--- src/rtl/multicycle_processor.sv ---
// multicycle_processor: multi-cycle core with a synchronous instruction ROM
// and a handshaked data memory. It has an 8-entry register file and supports
// branch, jump, halt and data-memory wait states.
// Optional feature macro: ILLEGAL_TRAP_EN. When it is defined, opcodes 14/15
// halt the core. When it is undefined, they retire as NOP. In both cases the
// sticky illegal flag is set.
module multicycle_processor #(
    parameter int DATA_W = 8,
    parameter int PC_W   = 8,
    parameter int ADDR_W = 8
) (
    input  logic              clk,
    input  logic              reset,
    output logic [PC_W-1:0]   imem_addr,
    input  logic [15:0]       imem_rdata,
    output logic              dmem_req,
    output logic              dmem_we,
    output logic [ADDR_W-1:0] dmem_addr,
    output logic [DATA_W-1:0] dmem_wdata,
    input  logic [DATA_W-1:0] dmem_rdata,
    input  logic              dmem_ack,
    output logic [PC_W-1:0]   pc_out,
    output logic [DATA_W-1:0] proc_out,
    output logic              halted,
    output logic              illegal
);

    // state  | meaning
    // FETCH  | imem_addr=pc, ROM word arrives next cycle
    // DECODE | latch ir, resolve NOP/JMP/HALT/illegal
    // EXEC   | ALU result, memory address, or branch
    // MEM    | dmem_req held until dmem_ack
    // WB     | write rd, advance pc
    // HALT   | terminal until reset
    typedef enum logic [2:0] {S_FETCH, S_DECODE, S_EXEC, S_MEM, S_WB, S_HALT} state_t;

    localparam logic [3:0] OP_NOP  = 4'd0,  OP_ADD = 4'd1,  OP_SUB  = 4'd2,  OP_AND = 4'd3;
    localparam logic [3:0] OP_OR   = 4'd4,  OP_XOR = 4'd5,  OP_SLL  = 4'd6,  OP_SRL = 4'd7;
    localparam logic [3:0] OP_ADDI = 4'd8,  OP_LW  = 4'd9,  OP_SW   = 4'd10, OP_BEQ = 4'd11;
    localparam logic [3:0] OP_JMP  = 4'd12, OP_HALT = 4'd13;

    state_t            state;
    logic [PC_W-1:0]   pc;
    logic [15:0]       ir;
    logic [DATA_W-1:0] regs [8];
    logic [DATA_W-1:0] result;

    logic [DATA_W-1:0] rd_val, rs_val, imm_d, alu, ea;
    logic [PC_W-1:0]   imm_p;

    assign imem_addr = pc;
    assign pc_out    = pc;

    // The register file cannot change between DECODE and WB, so operands
    // are read directly from it using the latched ir.
    assign rd_val = regs[ir[11:9]];
    assign rs_val = regs[ir[8:6]];
    assign imm_d  = DATA_W'($signed(ir[5:0]));
    assign imm_p  = PC_W'($signed(ir[5:0]));
    assign ea     = rs_val + imm_d;

    // ALU result for the register-writing ops.
    always_comb begin
        alu = '0;
        case (ir[15:12])
            OP_ADD:  alu = rd_val + rs_val;
            OP_SUB:  alu = rd_val - rs_val;
            OP_AND:  alu = rd_val & rs_val;
            OP_OR:   alu = rd_val | rs_val;
            OP_XOR:  alu = rd_val ^ rs_val;
            OP_SLL:  alu = (int'(ir[4:0]) >= DATA_W) ? '0 : rd_val << ir[4:0];
            OP_SRL:  alu = (int'(ir[4:0]) >= DATA_W) ? '0 : rd_val >> ir[4:0];
            OP_ADDI: alu = rd_val + imm_d;
            default: alu = '0;
        endcase
    end

    // Control FSM with the datapath registers and the registered outputs.
    always_ff @(posedge clk or negedge reset) begin
        if (!reset) begin
            state      <= S_FETCH;
            pc         <= '0;
            ir         <= '0;
            result     <= '0;
            for (int i = 0; i < 8; i++) regs[i] <= '0;
            dmem_req   <= 1'b0;
            dmem_we    <= 1'b0;
            dmem_addr  <= '0;
            dmem_wdata <= '0;
            proc_out   <= '0;
            halted     <= 1'b0;
            illegal    <= 1'b0;
        end else begin
            case (state)
                S_FETCH: state <= S_DECODE;
                S_DECODE: begin
                    ir <= imem_rdata;
                    case (imem_rdata[15:12])
                        OP_NOP: begin
                            pc    <= pc + PC_W'(1);
                            state <= S_FETCH;
                        end
                        OP_JMP: begin
                            pc    <= PC_W'(imem_rdata[5:0]);
                            state <= S_FETCH;
                        end
                        OP_HALT: begin
                            halted <= 1'b1;
                            state  <= S_HALT;
                        end
                        4'd14, 4'd15: begin
                            illegal <= 1'b1;
`ifdef ILLEGAL_TRAP_EN
                            halted  <= 1'b1;
                            state   <= S_HALT;
`else
                            pc      <= pc + PC_W'(1);
                            state   <= S_FETCH;
`endif
                        end
                        default: state <= S_EXEC;
                    endcase
                end
                S_EXEC: begin
                    case (ir[15:12])
                        OP_BEQ: begin
                            pc    <= (rd_val == rs_val) ? pc + PC_W'(1) + imm_p : pc + PC_W'(1);
                            state <= S_FETCH;
                        end
                        OP_LW, OP_SW: begin
                            dmem_req   <= 1'b1;
                            dmem_we    <= (ir[15:12] == OP_SW);
                            dmem_addr  <= ADDR_W'(ea);
                            dmem_wdata <= rd_val;
                            state      <= S_MEM;
                        end
                        default: begin
                            result <= alu;
                            state  <= S_WB;
                        end
                    endcase
                end
                S_MEM: begin
                    if (dmem_ack) begin
                        dmem_req <= 1'b0;
                        if (dmem_we) begin
                            pc    <= pc + PC_W'(1);
                            state <= S_FETCH;
                        end else begin
                            result <= dmem_rdata;
                            state  <= S_WB;
                        end
                    end
                end
                S_WB: begin
                    regs[ir[11:9]] <= result;
                    if (ir[11:9] == 3'd7) proc_out <= result;
                    pc    <= pc + PC_W'(1);
                    state <= S_FETCH;
                end
                S_HALT: state <= S_HALT;
                default: state <= S_FETCH;
            endcase
        end
    end

endmodule
--- config.mk ---
export PLATFORM = sky130hd
export DESIGN_NAME = multicycle_processor
export DESIGN_NICKNAME = d
export VERILOG_FILES = /design/src/rtl/multicycle_processor.sv
export SDC_FILE = /design/constraint.sdc
export NUM_CORES = 1
export LEC_CHECK = 0
export BUFFER_PORTS_ARGS = -buffer_cell sky130_fd_sc_hd__buf_2
export CAP_MARGIN = 15
export CORE_ASPECT_RATIO = 1.2
export CORE_MARGIN = 2
export CORE_UTILIZATION = 50
export DETAILED_ROUTE_END_ITERATION = 7
export GPL_TIMING_DRIVEN = 0
export PLACE_DENSITY = 0.78
export SYNTH_ARGS = -nofsm -noshare
export SYNTH_HDL_FRONTEND = slang
export SYNTH_SLANG_ARGS = --single-unit
--- constraint.sdc ---
create_clock -name clk -period 7.83 [get_ports clk]
set_input_delay 1.1745 -clock clk [delete_from_list [all_inputs] [get_ports clk]]
set_output_delay 1.1745 -clock clk [all_outputs]
set_load 0.01 [all_outputs]
# After elaboration in Yosys (flattened, before gate mapping)
# Index checks and enable logic that the tools add are counted.
[word_totals] register_bits=127 input_bits=27 elab_cells=112
[op_classes] n_eq_ne=29 n_reduce_logical=17 n_addsub=6 mux=30 bitwise=5 n_lt_le_gt_ge=4 n_shift=2
[ops] op="$mux W8" count=14
[ops] op="$bwmux W64" count=1
[ops] op="$pmux W8 S8" count=1
[ops] op="$bmux W8 S3" count=2
[ops] op="$add A8 B8 Y8" count=4
[ops] op="$eq A4 B4 Y1 const B" count=8
[ops] op="$pmux W8 S2" count=2
[ops] op="$pmux W8 S4" count=1
[ops] op="$demux W8 S3" count=1
[ops] op="$eq A4 B3 Y1 const B" count=4
[ops] op="$pmux W3 S5" count=1
[ops] op="$ne A2 B2 Y1 const B" count=6
[ops] op="$pmux W3 S2" count=2
[ops] op="$eq A3 B3 Y1 const B" count=3
[ops] op="$add A8 B1 Y8 const B" count=1
[ops] op="$and A8 B8 Y8" count=1
[ops] op="$eq A4 B2 Y1 const B" count=2
[ops] op="$eq A8 B8 Y1" count=1
[ops] op="$ge A4 B4 Y1 const B" count=2
[ops] op="$not A3 Y4" count=2
[ops] op="$or A8 B8 Y8" count=1
[ops] op="$reduce_and A2 Y1" count=4
[ops] op="$shl A8 B5 Y8" count=1
[ops] op="$shr A8 B5 Y8" count=1
[ops] op="other kinds (22)" count=27

# Logic depth before layout (Yosys ltp)
[logic_depth] word_depth=9 ltp_mapped=16 depth_no_buf=13

# Least setup slack after synthesis
# Ideal clock, no wire load.
[synth_timing] kind="reg-to-reg" startpoint="register ir[6]" endpoint="register result[7]" setup_slack_ns=3.475 required_time_ns=7.701 path_stages_with_launch=14 arrival_ns=4.225 setup_ns=0.129 period_less_slack_ns=4.355 cell_sequence="dfrtp_1 clkbuf_1 buf_1 mux4_2 mux2i_1 a21oi_1 ha_1 a211oi_1 o21bai_1 a2111oi_0 nor3_1 xnor2_1 and2_1 o41a_1"
[synth_via] elab_chain_len=8 elab_cells_between_ends=12
[synth_lines] element="from (decl)" line_no="44" source="logic [15:0] ir;"
[synth_lines] element="from (signal assigned)" line_no="97" source="ir <= imem_rdata;"
[synth_lines] element="$not A3 Y4 (not written as such) (*)" line_no="57" source="assign rs_val = regs[ir[8:6]];"
[synth_lines] element="$bmux W8 S3 (*)" line_no="57"
[synth_lines] element="$mux W8 (not written as such) (*) (2 in a row)" line_no="57"
[synth_lines] element="$sub A8 B8 Y8, or another cell as far along" line_no="67" source="OP_SUB: alu = rd_val - rs_val;"
[synth_lines] element="$pmux W8 S8 (*)" line_no="65" source="case (ir[15:12])"
[synth_lines] element="$mux W8 (*)" line_no="125" source="case (ir[15:12])"
[synth_lines] element="$pmux W8 S2 (*)" line_no="94" source="case (state)"
[synth_lines] element="to (signal assigned)" line_no="138" source="result <= alu;"
[synth_lines] element="to (signal assigned)" line_no="150" source="result <= dmem_rdata;"
[synth_lines] element="to (decl)" line_no="46" source="logic [DATA_W-1:0] result;"
# Mark *: on every way between the ends. The rest lies on a longest branch, timed or not. The select of a mux whose other input is x is not followed.
# A chain may end at the register's enable or synchronous reset.

# Worst setup path after layout
# Ends and elaborated chain as after synthesis.

==> reports/results.tsv <==
metric	value	unit
finalMaxSlewViolations	0	
synth_fp_nets	948	
synth_edf_count	0	
skew	0.00789	ns
relSlewSlack	23.9	%
fp.dieH	148	µm
crit_arrival	5.67	ns
dpl.hpwl	18000	µm
fp-row-count	52	
gp_routability_congestion	0.983	
p_leak	0.00473	µW
stdcell_area	9930	µm²
finalPower	4250	µW
synth-seq-cells	127	
drc	0	
area.growth.synth_to_final	14.5	%
crit_fanout	10	
finalCritPeriodShare	68.5	%
max_freq	187	MHz
cts_made_buffers	17	
core	16900	µm²
status	finished, final reports clean	
ys_types	72	
drtIter0Drc	571	
drtPass1Iterations	5	
max-cap-violations	0	
grt_max_degree	80	
grt_pass1_wl	38900	µm
nets	1038	
die_w	124	µm
peakVddDrop	202	µV
holdWs	0.450	ns
cts_root_buffer	clkbuf_16	
cts.htree.levels	4	
synthCells	872	
synth_flop_cell	dfrtp_1	
fin_crit	5.36	ns
vias	7267	
diodes	0	
grt_pass1_vias	7192	
timing_worst_setup_path_type	flip-flop to flip-flop	
synth.yosys.seq_area_share	36.7	%
synth_most_common_cell	dfrtp_1	
gr-usage-met1	33.2	%
fin_ws	2.47	ns
cts_sinks	127	
vias_per_cell	6.10	
cts_resized	0	
ys_warn_count	0	
die-area	18400	µm²
synth_top_area_share	36.7	%
antenna_found_initial	0	
post_cts_buffers	0	
gr-max-usage-layer	met2	
cts_buffer_depth	2	
start_kind	flip-flop	
tightest_slew	1.14	ns
cts_tree	built	
avgRoutedWirePerCell	20.6	µm
critPathRequiredTime	8.14	ns
end_kind	flip-flop	
grt.overflow.total	0	
ys_top_cells_by_area	dfrtp_1, mux2_2, mux4_2	
layout-drive-gt1-share	24.7	%
synthTopCellsByCount	dfrtp_1, nand2_1, mux2_2, o21ai_0, nor2_1	
post-place-ws	2.45	ns
start_util	51.3	%
holdCritPathClass	flip-flop to flip-flop	
clk_pin_slew	0.06	ns
portBuffers	70	
ioPinCount	71	
grt_use_met3	4.60	%
hold_buffers	0	
p_per_area	428	nW/µm²
rsz0062_at_grt	no	
synth_async_sr_flop_share	100	%
setup_viol_count_final	0	
setup_tns	0	ns
wl	24500	µm
hold_violations	0	
ant_nets	0	
grt_use_total	27.0	%
nFillCells	1456	
worstSkewPairLatency	0.44	ns
post_dp_cell_area	9330	µm²
grt_use_met2	46.7	%
synth.avg_cell_area	9.94	µm²
synth_top_area_cell	dfrtp_1	
syn_area	8670	µm²
==> through the flow <==
step | std cells | utilization [%]
after floorplan | 872 | -
after global placement | 1158 | 54.9
after detailed placement | 1159 | 55.2
after CTS | 1191 | 58.7
after global routing | 1191 | 58.7
final | 1191 | 58.7
==> state kept, by name, indices dropped and copies added (netlist names) <==
name and cells:
imem_addr 8, ir 16, dmem_wdata 8, dmem_req 1
halted 1, illegal 1, result 8, proc_out 8
state 3, regs 64, dmem_addr 8, dmem_we 1
==> power breakdown <==
part | total, µW | internal (µW) | switching, µW
logic | 2390 | 991 | 1400
clock network | 809 | 483 | 326
registers | 1050 | 864 | 185
total | 4250 | 2340 | 1910
==> cells in the final DEF, fill, tap and decap left out, types with 16 or more instances in the layout <==
cell,Yosys,layout
nand3_1,16,16
ha_1,45,45
clkbuf_16,0,17
nor2_1,53,53
a21oi_1,51,51
inv_1,39,39
clkbuf_1,29,30
mux4_2,26,26
xnor2_1,20,20
nand2_1,84,84
o21ai_0,64,64
dfrtp_1,127,127
mux2i_1,22,22
mux2_2,83,83
buf_2,9,78
==> routing by layer <==
metal	wire length [µm]	up-vias
met4	1000	0
li1	-	3332
met2	12300	357
met5	0	-
met3	1730	73
met1	9460	3505
==> final timing paths <==
| kind | slack, ns | from | to | cells after the start |
|---|---|---|---|---|
| min in group asynchronous | 0.68 | reset | regs[41]$_DFFE_PN0P_ | 1 |
| setup / recovery | 2.47 | ir[6]$_DFFE_PN0N_ | result[7]$_DFFE_PN0P_ | 13 |
| hold reg to reg | 0.45 | halted$_DFFE_PN0P_ | halted$_DFFE_PN0P_ | 1 |
| setup reg to reg | 2.47 | ir[6]$_DFFE_PN0N_ | result[7]$_DFFE_PN0P_ | 13 |
| max in group asynchronous | 6.41 | reset | dmem_addr[4]$_DFFE_PN0P_ | 2 |
| hold / removal | 0.45 | halted$_DFFE_PN0P_ | halted$_DFFE_PN0P_ | 1 |
==> area by class of cell <==
cell class	instances	area, µm²	area share [%]
tap	216	270	2.72
sequential	127	3180	32.0
clock buffer	19	443	4.46
timing repair buffer	71	384	3.87
buffer	58	274	2.76
clock inverter	13	154	1.55
inverter	40	150	1.51
multi-input combinational	647	5070	51.1
==> cell families (layout without fill, tap and decap cells) <==
kind of cell,after synthesis,in the layout,synth area share [%]
mux,134,134,20.7
compound gates,197,197,14.4
buf+inv,98,201,4.89
fa+ha+maj,49,49,7.42
simple gates,239,239,13.1
flops,127,127,36.7
xor+xnor,28,28,2.83
==> critical path, stage by stage, from the launching register on <==
cell and delay (ns):
dfrtp_1 0.32, clkbuf_1 0.51, buf_1 0.76, mux4_2 0.60, mux2i_1 0.66, a21oi_1 0.23, ha_1 0.35, a211oi_1 0.31
o21bai_1 0.17, a2111oi_0 0.45, nor3_1 0.13, xnor2_1 0.15, and2_1 0.16, o41a_1 0.42
Note: power is estimated with default switching activity, not from simulation.
